===== config.mk =====
export PLATFORM = sky130hd
export DESIGN_NAME = tick_event_sequencer
export DESIGN_NICKNAME = d
export VERILOG_FILES = /design/src/rtl/tick_event_sequencer.sv
export SDC_FILE = /design/constraint.sdc
export NUM_CORES = 1
export LEC_CHECK = 0
export BUFFER_PORTS_ARGS = -buffer_cell sky130_fd_sc_hd__buf_2
export CAP_MARGIN = 25
export CORE_MARGIN = 5
export CORE_UTILIZATION = 40
export DETAILED_ROUTE_END_ITERATION = 12
export GPL_TIMING_DRIVEN = 0
export SLEW_MARGIN = 10
export SYNTH_ARGS = -nofsm -noshare
export SYNTH_HDL_FRONTEND = slang
export SYNTH_SLANG_ARGS = --single-unit

===== constraint.sdc =====
create_clock -name CK -period 3.16 [get_ports CK]
set_input_delay 0.632 -clock CK [delete_from_list [all_inputs] [get_ports CK]]
set_output_delay 0.632 -clock CK [all_outputs]
set_load 0.05 [all_outputs]

===== src/rtl/tick_event_sequencer.sv =====
// -----------------------------------------------------------------------------
// tick_event_sequencer
//
// Turns the fixed-rate one-hot tick from the ring counter into a programmable,
// handshaked event stream. Rising edges of TICK are counted up to a period
// latched at START. When the period elapses an event is raised on REQ and held
// until ACK. In one-shot mode the sequence ends at the first ACK; in continuous
// mode it keeps running. If a period elapses while REQ is still pending, the
// event is dropped and OVERRUN is flagged.
//
// State table:
//   state    | meaning
//   IDLE     | not armed; waiting for START
//   RUN      | counting tick edges towards the next event
//   WAIT_ACK | event raised on REQ, waiting for ACK; ticks still counted
//
// Ports:
//   CK       in   clock, rising edge
//   RST      in   asynchronous active-high reset
//   TICK     in   periodic pulse from ring counter
//   START    in   one-cycle arm request (PERIOD and CONT sampled here)
//   STOP     in   abort to IDLE, beats START and ACK
//   CONT     in   1 = continuous, 0 = one-shot
//   PERIOD   in   ticks per event, 0 is rejected with ERR
//   ACK      in   consumer acknowledge of REQ
//   BUSY     out  high in RUN or WAIT_ACK
//   REQ      out  event request, held until ACK
//   DONE     out  one-cycle pulse at end of a one-shot sequence
//   ERR      out  one-cycle pulse when START is given with PERIOD == 0
//   OVERRUN  out  sticky, cleared by the next accepted START
//   EVT_CNT  out  events fired, wraps silently
// -----------------------------------------------------------------------------
module tick_event_sequencer #(
  parameter int C_PERIOD_W = 8,
  parameter int C_EVT_W    = 16
) (
  input  logic                  CK,
  input  logic                  RST,
  input  logic                  TICK,
  input  logic                  START,
  input  logic                  STOP,
  input  logic                  CONT,
  input  logic [C_PERIOD_W-1:0] PERIOD,
  input  logic                  ACK,
  output logic                  BUSY,
  output logic                  REQ,
  output logic                  DONE,
  output logic                  ERR,
  output logic                  OVERRUN,
  output logic [C_EVT_W-1:0]    EVT_CNT
);

  typedef enum logic [1:0] {
    S_IDLE     = 2'd0,
    S_RUN      = 2'd1,
    S_WAIT_ACK = 2'd2
  } state_t;

  localparam logic [C_PERIOD_W-1:0] P_ZERO = '0;
  localparam logic [C_PERIOD_W-1:0] P_ONE  = C_PERIOD_W'(1);
  localparam logic [C_EVT_W-1:0]    E_ONE  = C_EVT_W'(1);

  state_t                  state_q,   state_n;
  logic                    tick_d;
  logic [C_PERIOD_W-1:0]   tick_cnt_q, tick_cnt_n;
  logic [C_PERIOD_W-1:0]   period_q,   period_n;
  logic                    cont_q,     cont_n;
  logic                    req_q,      req_n;
  logic                    done_q,     done_n;
  logic                    err_q,      err_n;
  logic                    ovr_q,      ovr_n;
  logic [C_EVT_W-1:0]      evt_q,      evt_n;

  logic                    tick_edge;
  logic                    expire;
  logic [C_PERIOD_W-1:0]   period_last;

  // tick_d clears on reset, so a TICK already high right after release is
  // seen as a fresh edge.
  assign tick_edge   = TICK & ~tick_d;
  assign period_last = period_q - P_ONE;
  assign expire      = tick_edge && (tick_cnt_q == period_last);

  always_ff @(posedge CK or posedge RST) begin
    if (RST) begin
      state_q    <= S_IDLE;
      tick_d     <= 1'b0;
      tick_cnt_q <= '0;
      period_q   <= '0;
      cont_q     <= 1'b0;
      req_q      <= 1'b0;
      done_q     <= 1'b0;
      err_q      <= 1'b0;
      ovr_q      <= 1'b0;
      evt_q      <= '0;
    end else begin
      state_q    <= state_n;
      tick_d     <= TICK;
      tick_cnt_q <= tick_cnt_n;
      period_q   <= period_n;
      cont_q     <= cont_n;
      req_q      <= req_n;
      done_q     <= done_n;
      err_q      <= err_n;
      ovr_q      <= ovr_n;
      evt_q      <= evt_n;
    end
  end

  always_comb begin
    state_n    = state_q;
    tick_cnt_n = tick_cnt_q;
    period_n   = period_q;
    cont_n     = cont_q;
    req_n      = req_q;
    done_n     = 1'b0;
    err_n      = 1'b0;
    ovr_n      = ovr_q;
    evt_n      = evt_q;

    if (STOP) begin
      // Abort keeps OVERRUN and the tally so the controller can inspect them.
      state_n    = S_IDLE;
      req_n      = 1'b0;
      tick_cnt_n = '0;
    end else begin
      case (state_q)
        S_IDLE: begin
          if (START) begin
            if (PERIOD == P_ZERO) begin
              err_n = 1'b1;
            end else begin
              // A tick edge coinciding with START is deliberately not counted.
              period_n   = PERIOD;
              cont_n     = CONT;
              tick_cnt_n = '0;
              ovr_n      = 1'b0;
              state_n    = S_RUN;
            end
          end
        end

        S_RUN: begin
          if (expire) begin
            tick_cnt_n = '0;
            req_n      = 1'b1;
            evt_n      = evt_q + E_ONE;
            state_n    = S_WAIT_ACK;
          end else if (tick_edge) begin
            tick_cnt_n = tick_cnt_q + P_ONE;
          end
        end

        S_WAIT_ACK: begin
          if (ACK) begin
            if (cont_q) begin
              if (expire) begin
                // ACK and expiry together: the old event is retired and the
                // expiring tick fires the next one, so REQ never drops.
                tick_cnt_n = '0;
                evt_n      = evt_q + E_ONE;
              end else begin
                req_n   = 1'b0;
                state_n = S_RUN;
                if (tick_edge) begin
                  tick_cnt_n = tick_cnt_q + P_ONE;
                end
              end
            end else begin
              req_n      = 1'b0;
              done_n     = 1'b1;
              tick_cnt_n = '0;
              state_n    = S_IDLE;
            end
          end else if (expire) begin
            // Period elapsed with the previous event still pending: drop it.
            ovr_n      = 1'b1;
            tick_cnt_n = '0;
          end else if (tick_edge) begin
            tick_cnt_n = tick_cnt_q + P_ONE;
          end
        end

        default: begin
          state_n    = S_IDLE;
          req_n      = 1'b0;
          tick_cnt_n = '0;
        end
      endcase
    end
  end

  assign BUSY    = (state_q != S_IDLE);
  assign REQ     = req_q;
  assign DONE    = done_q;
  assign ERR     = err_q;
  assign OVERRUN = ovr_q;
  assign EVT_CNT = evt_q;

endmodule


* Word level (Yosys, flattened, before mapping)
Index checks and enable logic that the tools add are counted.
W data, S select, Z words.
** Storage, ports and cells
- Logic and storage cells :: 82
- Output and inout port bits :: 21
- Flip-flop bits (word level) :: 40
- Input bits :: 15
** Cells by class
- Eq/ne operators :: 15
- Bitwise operators :: 4
- Reduce and logical (&&, ||, !) cells :: 12
- Add/subtract/negate cells :: 3
- Mux-type cells :: 38
** Operators with widths (number)
- $mux W8 :: 7
- $mux W16 :: 3
- $pmux W16 S2 :: 1
- $pmux W8 S3 :: 1
- $add A16 B1 Y16 const B :: 1
- $mux W1 :: 16
- $mux W2 :: 7
- $ne A2 B2 Y1 const B :: 7
- $ne A3 B3 Y1 const B :: 4
- $reduce_and A4 Y1 :: 3
- $add A8 B1 Y8 const B :: 1
- $eq A8 B8 Y1 :: 1
- $logic_not A8 Y1 :: 1
- $sub A8 B1 Y8 const B :: 1
- $pmux W2 S3 :: 1
- $reduce_and A6 Y1 :: 1
- $reduce_bool A2 Y1 :: 3
- $reduce_and A5 Y1 :: 1
- $ne A4 B4 Y1 const B :: 1
- $not A1 Y1 :: 3
- $pmux W1 S3 :: 1
- $eq A2 B1 Y1 const B :: 1
- $eq A2 B2 Y1 const B :: 1
- $logic_not A2 Y1 :: 1
- 4 further kinds :: 4

* Depth between registers and ports, before layout
Gate-level depths: netlist of the first run.
- Word-level depth :: 8
- Mapped depth :: 10
- Depth with buffers taken out :: 8

* Least setup slack after synthesis of the first run
No wires, ideal clock.
- Path kind :: input to register
- From :: input port TICK
- To :: register state_q[0]
- Setup slack :: 557 ps
- Buffers on the path :: 1
- Data arrival time :: 2476 ps
- Stages :: 7
- Library setup time :: 127 ps
- Data required time :: 3033 ps
- Cells stage by stage :: nor2b_1 -> clkbuf_1 -> nand3_1 -> or4_4 -> a211oi_4 -> mux2_2 -> mux2_1
** On the way
- Word-level cells in the longest chain between the ends :: 4
- Elaborated cells on any way between the ends :: 5
- Classes of those cells :: 2 x eq/ne; 1 x bitwise; 2 x reduce/logical
** Ends and longest elaborated chain
- start, declared :: line 39 : input logic TICK,
- $and A1 B1 Y1 * :: line 80 : assign tick_edge = TICK & ~tick_d;
- $logic_and A1 B1 Y1 * :: line 82 : assign expire = tick_edge && (tick_cnt_q == period_last);
- $ne A4 B4 Y1 (no source line) / $ne A3 B3 Y1 (equally long branches)
- $reduce_and A5 Y1 (no source line) *
- end signal, assigned :: line 97 : state_q <= state_n;
- end, declared :: line 63 : state_t state_q, state_n;
Every way passes the cells marked *; elsewhere a longest branch is shown, timed or not.
A chain may end at the register's enable or synchronous reset.

* Final worst setup path of the first run
- From :: register period_q[1]
- To :: register state_q[0]
** On the way
- Word-level cells in the longest chain between the ends :: 5
- Elaborated cells on any way between the ends :: 6
- Classes of those cells :: 1 x add/sub; 3 x eq/ne; 2 x reduce/logical
** Ends and longest elaborated chain
- start, declared :: line 66 : logic [C_PERIOD_W-1:0] period_q, period_n;
- start signal, assigned :: line 100 : period_q <= period_n;
- $sub A8 B1 Y8 * :: line 81 : assign period_last = period_q - P_ONE;
- $eq A8 B8 Y1 * :: line 82
- $logic_and A1 B1 Y1 * :: line 82
- $ne A4 B4 Y1 (no source line) / $ne A3 B3 Y1 (equally long branches)
- $reduce_and A5 Y1 (no source line) *
Marked as above.

==> reports/qor.yml, run 1 <==
detailed_routing:
  vias: 1798
  drtIter0Drc: 127
  viasPerCell: 5.23
  drt_pass1_iterations: 4
  totalWireLength_um: 4850
  detail-route-antenna-nets: 0
  routedWlPerCell_um: 14.1
  drcViolationCount: 0
job:
  cap_violations: 0
power:
  power.density_nw_per_um2: 596
  p_clk_share_pct: 20.6
  vdd_drop_max_uv: 316
  p_sw_uw: 605
  p_leak_nw: 1.23
  power_mw: 1.62
  p_comb_share_pct: 36.8
  power_frac_seq_pct: 42.6
  swShare_pct: 37.4
  power.internal_mw: 1.01
grt:
  grt_max_degree: 35
  met3_usage_pct: 2.95
  first_global_vias: 1753
  antenna_found_initial: 0
  met2_usage_pct: 21.8
  met1_usage_pct: 20.3
  grt_pass1_wl_um: 8450
  grt_use_total_pct: 14.0
  grt-ovfl-total: 0
  grt_busiest_layer: "met2"
die:
  fp.dieH_um: 86.5
  die_x_um: 86.5
  die-area_um2: 7480
  io-pin-count: 36
  core_um2: 5610
  rows: 27
  start_util_pct: 41.7
timing:
  relSlewSlack_pct: 54.5
  period_needed_ps: 2750
  drv_slew: 0
  hold_viol_final: 0
  final.setup.tns_ps: 0
  finClkSkew_ps: 10.9
  rsz0062_at_grt: "false"
  setup_viol: 0
  min_period_over_period_pct: 87.0
  fmax_ghz: 0.364
  worstMarginPinSlew_ps: 677
yosys:
  ys_async_sr_fraction_pct: 100
  synth_cell_types: 51
  synth.area.top_cells: "dfrtp_1 43%, xnor2_1 7.9%, mux2_2 5.3%"
  syn_area_per_cell_um2: 10.3
  syn_nets: 251
  synth_edf_count: 0
  synthCells: 228
  syn-cell-area_um2: 2340
  yosysWarningCount: 0
  ys_seq_area_share_pct: 42.8
  synth_seq_cells: 40
  yosysTopAreaCell: "dfrtp_1"
  synthFlopType: "dfrtp_1"
  synth.top_cell.area_share_pct: 42.8
critical_path:
  r2r-start: "period_q[1]$_DFFE_PP0P_"
  worstSetupPathType: "register to register"
  timing.rr.end: "state_q[0]$_DFFE_PP0P_"
  reg2reg_slack_ps: 410
  start_kind: "register"
  cp-end-kind: "register"
  reg2regPathDepth: 8
  cp.arrival_ps: 2930
  worst_ep_required_time_ps: 3340
  critPathMaxFanout: 6
cts:
  cts_root_buffer: "clkbuf_8"
  post_cts_buffers: 0
  cts_tree: "done"
  cts_buffers: 5
  cts_sinks: 40
  clock_latency_ps: 290
  clockBufferDepth: 2
  holdBufCountCts: 0
  clk_pin_slew_ps: 80
  h-tree-depth: 2
  cts_repair_resize_count: 0
finish:
  drive_gt1_share_pct: 26.5
  syn_to_final_growth_pct: 15.9
  layout.nets: 294
  seqCellArea_um2: 1000
  multi_input_area_um2: 1250
  antennaDiodeCount: 0
  mostFrequentLayoutCell: "dfrtp_1"
  layout_common_cells: "40 x dfrtp_1, 37 x buf_2, 21 x xnor2_1, 16 x nand2_1, 12 x nor3_1"
  utilization_pct: 48.4
  n_fill_cell: 565
  stdcell_area_um2: 2710
hold_path:
  min_path_type: "primary input to async pin"
outcome:
  status: "complete, no violations"
placement:
  io_buffers: 35
  postPlaceCellArea_um2: 2630
  routabilityCongestion: 0.765
  dp_hpwl_um: 3710
[stage by stage]
stage | cells | hold WS (ps) | worst slack [ps]
2_1_floorplan | 228 | 470 | 557
3_3_place_gp | 335 | 459 | 235
3_5_place_dp | 336 | 465 | 248
4_1_cts | 344 | 223 | 388
5_1_grt | 344 | 223 | 241
6_report | 344 | 223 | 410
[per-layer routing]
layer | up-vias | wire length, um
li1 | 897 | -
met1 | 872 | 2430
met2 | 27 | 2220
met3 | 2 | 191
met4 | 0 | 13
met5 | - | 0
[synthesized netlist by cell type (all sizes together) (4+ instances only)]
library cell	number
xor2	5
dfrtp	40
nand2b	8
nor3	13
clkbuf	5
ha	8
inv	9
a21oi	6
and3	7
nor4	4
nor2	10
nand3	7
o21ai	4
xnor2	21
nand4	11
nand2	16
mux2	12
buf	5
[power groups by stage]
stage | combinational (mW) | sequential (mW) | clock (mW)
floorplan | 0.481 | 0.686 | 0
global placement | 0.590 | 0.697 | 0
detailed placement | 0.603 | 0.697 | 0
CTS | 0.606 | 0.688 | 0.343
global route | 0.670 | 0.697 | 0.365
finish | 0.595 | 0.688 | 0.333
[how the worst max path moves through the flow]
stage,from,endpoint,slack [ps],cells after the start
CTS,period_q[1]$_DFFE_PP0P_,state_q[0]$_DFFE_PP0P_,390,8
global placement,TICK,state_q[0]$_DFFE_PP0P_,230,8
floorplan,TICK,state_q[0]$_DFFE_PP0P_,560,7
finish,period_q[1]$_DFFE_PP0P_,state_q[0]$_DFFE_PP0P_,410,8
detailed placement,TICK,state_q[0]$_DFFE_PP0P_,250,8
global route,period_q[0]$_DFFE_PP0P_,state_q[0]$_DFFE_PP0P_,240,9
[registers in the layout, summed over array words and instances, names as in the netlist]
| signal | cells |
|---|---|
| DONE | 1 |
| ERR | 1 |
| EVT_CNT | 16 |
| OVERRUN | 1 |
| REQ | 1 |
| cont_q | 1 |
| period_q | 8 |
| state_q | 2 |
| tick_cnt_q | 8 |
| tick_d | 1 |
[cell type report]
type	instances	area share (%)
Timing Repair Buffer	36	7.19
Buffer	10	2.17
Clock buffer	5	2.54
Sequential cell	40	36.9
Inverter	9	1.24
Multi-Input combinational cell	169	46.0
Tap cell	72	3.32
Clock inverter	3	0.692
[logic make-up (layout without fill, tap and decap cells)]
logic type,after synthesis,in the layout,synth area share (%)
AND/OR/NAND/NOR,91,91,22.1
flip-flops,40,40,42.8
AO/OA/AOI/OAI,29,29,10.1
XOR/XNOR,26,26,9.73
buffers and inverters,19,63,3.96
multiplexers,15,15,7.06
adder cells (fa/ha/maj),8,8,4.28
[critical path, cell delays in order, from the launching register on]
cell and delay [ps]:
dfrtp_1 490, inv_1 70, ha_1 290, xor2_1 150, nand3_1 90, or4_4 570, a211oi_4 260, mux2_2 400
mux2_1 310
Note: power is estimated with default switching activity, not from simulation.
==> run 2, diff against run 1 <==
Settings changed: ABC_AREA set to 1.
==> reports/qor.yml, run 2 <==
yosys:
  synthXorXnorAreaFrac_pct: 7.86  # -1.9 points
  synth_top_family_by_area: "simple AND/OR/NAND/NOR gates"
  synth_seq_cells: 40  # unchanged
  synthFlopType: "dfrtp_1"
  synth_common_cells: "102 x nand2_1, 44 x inv_1, 40 x dfrtp_1"
  synthCells: 342  # +50%
  synthSimpleGateAreaFrac_pct: 34.3  # +12 points
  syn_area_per_cell_um2: 7.49  # -27%
  yosysWarningCount: 0  # unchanged
  syn-cell-area_um2: 2560  # +9.5%
  synth.area.top_cells: "dfrtp_1 39%, nand2_1 15%, inv_1 6.4%"
  ys_seq_area_share_pct: 39.1  # -3.7 points
  yosys.cell_count.top_type: "nand2_1"
  synth_edf_count: 0  # unchanged
  synth_compound_area_share_pct: 5.27  # -4.8 points
  synth.top_cell.area_share_pct: 39.1  # -3.7 points
  ys_async_sr_fraction_pct: 100  # unchanged
  synthAdderAreaFrac_pct: 3.91  # -0.37 points
  synth.area.mux_share_pct: 1.76  # -5.3 points
  synth_cell_types: 32  # -37%
  syn_nets: 365  # +45%
  yosysTopAreaCell: "dfrtp_1"
detailed_routing:
  drcViolationCount: 0  # unchanged
  routedWlPerCell_um: 12.2  # -14%
  wl_met2_um: 2650  # +20%
  drtIter0Drc: 69  # -46%
  detail-route-antenna-nets: 0  # unchanged
  top_layer_used: "met4"
  wirelength_met1_um: 2740  # +13%
  totalWireLength_um: 5620  # +16%
  viasPerCell: 4.81  # -8.0%
  drt_pass1_iterations: 4  # unchanged
  wl_met3_um: 148  # -23%
  vias: 2221  # +24%
cts:
  cts_buffers: 5  # unchanged
  cts_repair_resize_count: 0  # unchanged
  cts_tree: "done"
  cts_sinks: 40  # unchanged
  post_cts_buffers: 0  # unchanged
  holdBufCountCts: 0  # unchanged
  clock_latency_ps: 300  # about the same
  clk_pin_slew_ps: 80  # about the same
  h-tree-depth: 2  # unchanged
  cts_root_buffer: "clkbuf_8"
  clockBufferDepth: 2  # unchanged
die:
  core_um2: 6280  # +12%
  die_x_um: 90.0  # +4.1%
  start_util_pct: 40.8  # -0.92 points
  fp.dieH_um: 90.0  # +4.1%
  io-pin-count: 36  # unchanged
  die-area_um2: 8110  # +8.4%
  rows: 29  # +7.4%
finish:
  layout_common_cells: "102 x nand2_1, 43 x inv_1, 40 x dfrtp_1, 35 x buf_2, 28 x nor2_1"
  drive_gt1_share_pct: 17.9  # -8.5 points
  finalNonFillerCells: 462  # +34%
  layout.nets: 407  # +38%
  utilization_pct: 46.9  # -1.5 points
  syn_to_final_growth_pct: 14.8
  antennaDiodeCount: 0  # unchanged
  mostFrequentLayoutCell: "nand2_1"
  largest_reg_flops: 16  # unchanged
timing:
  period_needed_ps: 2020  # -731 ps
  setup_viol: 0  # unchanged
  fmax_ghz: 0.495  # +36%
  hold_viol_final: 0  # unchanged
  finClkSkew_ps: 5.95  # -4.96 ps
  final.setup.tns_ps: 0  # unchanged
  worstMarginPinSlew_ps: 429  # -248 ps
  min_period_over_period_pct: 63.9  # -23 points
  relSlewSlack_pct: 71.3  # +17 points
  drv_slew: 0  # unchanged
  rsz0062_at_grt: "false"
grt:
  grt-ovfl-total: 0  # unchanged
  grt_use_total_pct: 14.5  # +0.56 points
  grt_max_degree: 34  # -2.9%
  antenna_found_initial: 0  # unchanged
  first_global_vias: 2213  # +26%
  grt_pass1_wl_um: 10000  # +19%
power:
  power.density_nw_per_um2: 612  # +2.7%
  vdd_drop_max_uv: 409  # +29%
  p_leak_nw: 1.59  # +29%
critical_path:
  crit_family: "buffers and inverters"
  cpMostUsedCell: "inv_1"
  worst_ep_required_time_ps: 2530  # -810 ps
  cp.buffers_inverters: 3  # +2
  critPathMaxFanout: 5  # -1
  slowest_delay_ps: 420  # -150 ps
  critPathSlowestCell: "dfrtp_1"
  crit_path_cell_trace: "inv_1 -> ha_1 -> inv_1 -> buf_2"
  cp-end-kind: "output port"
  start_kind: "register"
  worstSetupPathType: "register to output port"
  cp.arrival_ps: 1390  # -1540 ps
placement:
  routabilityCongestion: 0.814  # +6.3%
  io_buffers: 34  # -2.9%
  dp_hpwl_um: 4470  # +20%
  place_inst: 454  # +35%
hold_path:
  min_path_type: "primary input to async pin"
outcome:
  status: "complete, no violations"
job:
  cap_violations: 0  # unchanged
run 2: cell type report:
cell class	instances	area, um2
Buffer	3	20.0
Sequential cell	40	1000
Multi-Input combinational cell	251	1360
Timing Repair Buffer	35	190
Clock buffer	7	86.3
Inverter	48	180
Tap cell	77	96.3
Fill cell	631	3330
Clock inverter	1	7.51
run 2: cells by family (layout without fill, tap and decap cells):
family                     Yosys count  in the layout
and+or+nand+nor                    192            192
xor gates and xnor gates            23             23
DFF                                 40             40
adders and majority gates            8              8
AOI/OAI and AO/OA                   24             24
muxes                                4              4
buffers and inverters               51             94
run 2: worst register-to-register path, cell delays in order (launching register included):
cell	delay, ps
dfrtp_1	400
inv_2	100
ha_1	260
nand3_1	100
nand2_1	110
nand2_1	70
nand2_1	100
nand2_2	80
nor3_2	190
nand4_2	190
buf_6	210
nand2_1	60
nand2_1	50
run 2: power by group:
part	leakage, nW	switching, mW	internal (mW)
logic	1.02	0.499	0.266
registers	0.517	0.0847	0.589
clock network	0.0445	0.184	0.178
total	1.59	0.767	1.03
run 2: per-stage QoR:
| step | cell area (um2) | setup WS, ps | power [mW] | hold WS (ps) |
|---|---|---|---|---|
| 2_1_floorplan | 2560 | 1250 | 1.28 | 423 |
| 3_3_place_gp | 2830 | 993 | 1.43 | 439 |
| 3_5_place_dp | 2850 | 1060 | 1.45 | 458 |
| 4_1_cts | 2940 | 1110 | 1.83 | 227 |
| 5_1_grt | 2940 | 927 | 1.96 | 241 |
| 6_report | 2940 | 1140 | 1.80 | 233 |
run 2: path summary, 6_finish.rpt:
check	startpoint	endpoint	slack [ps]	depth (start not counted)
worst min register to register	cont_q$_DFFE_PP0P_	DONE$_DFF_PP0_	460	1
worst max register to register	period_q[0]$_DFFE_PP0P_	EVT_CNT[13]$_DFFE_PP0P_	1150	12
max in group asynchronous	RST	period_q[6]$_DFFE_PP0P_	2500	3
worst min-delay path	RST	REQ$_DFFE_PP0P_	230	2
worst max-delay path	state_q[0]$_DFFE_PP0P_	BUSY	1140	4
min in group CK	TICK	tick_d$_DFF_PP0_	460	1
run 2: routing by layer:
| layer | vias to the layer above | track usage (%) |
|---|---|---|
| met2 | 29 | 24.3 |
| met3 | 8 | 2.75 |
| met1 | 1014 | 18.8 |
| li1 | 1170 | - |
| met5 | - | 0 |
| met4 | 0 | 4.71 |
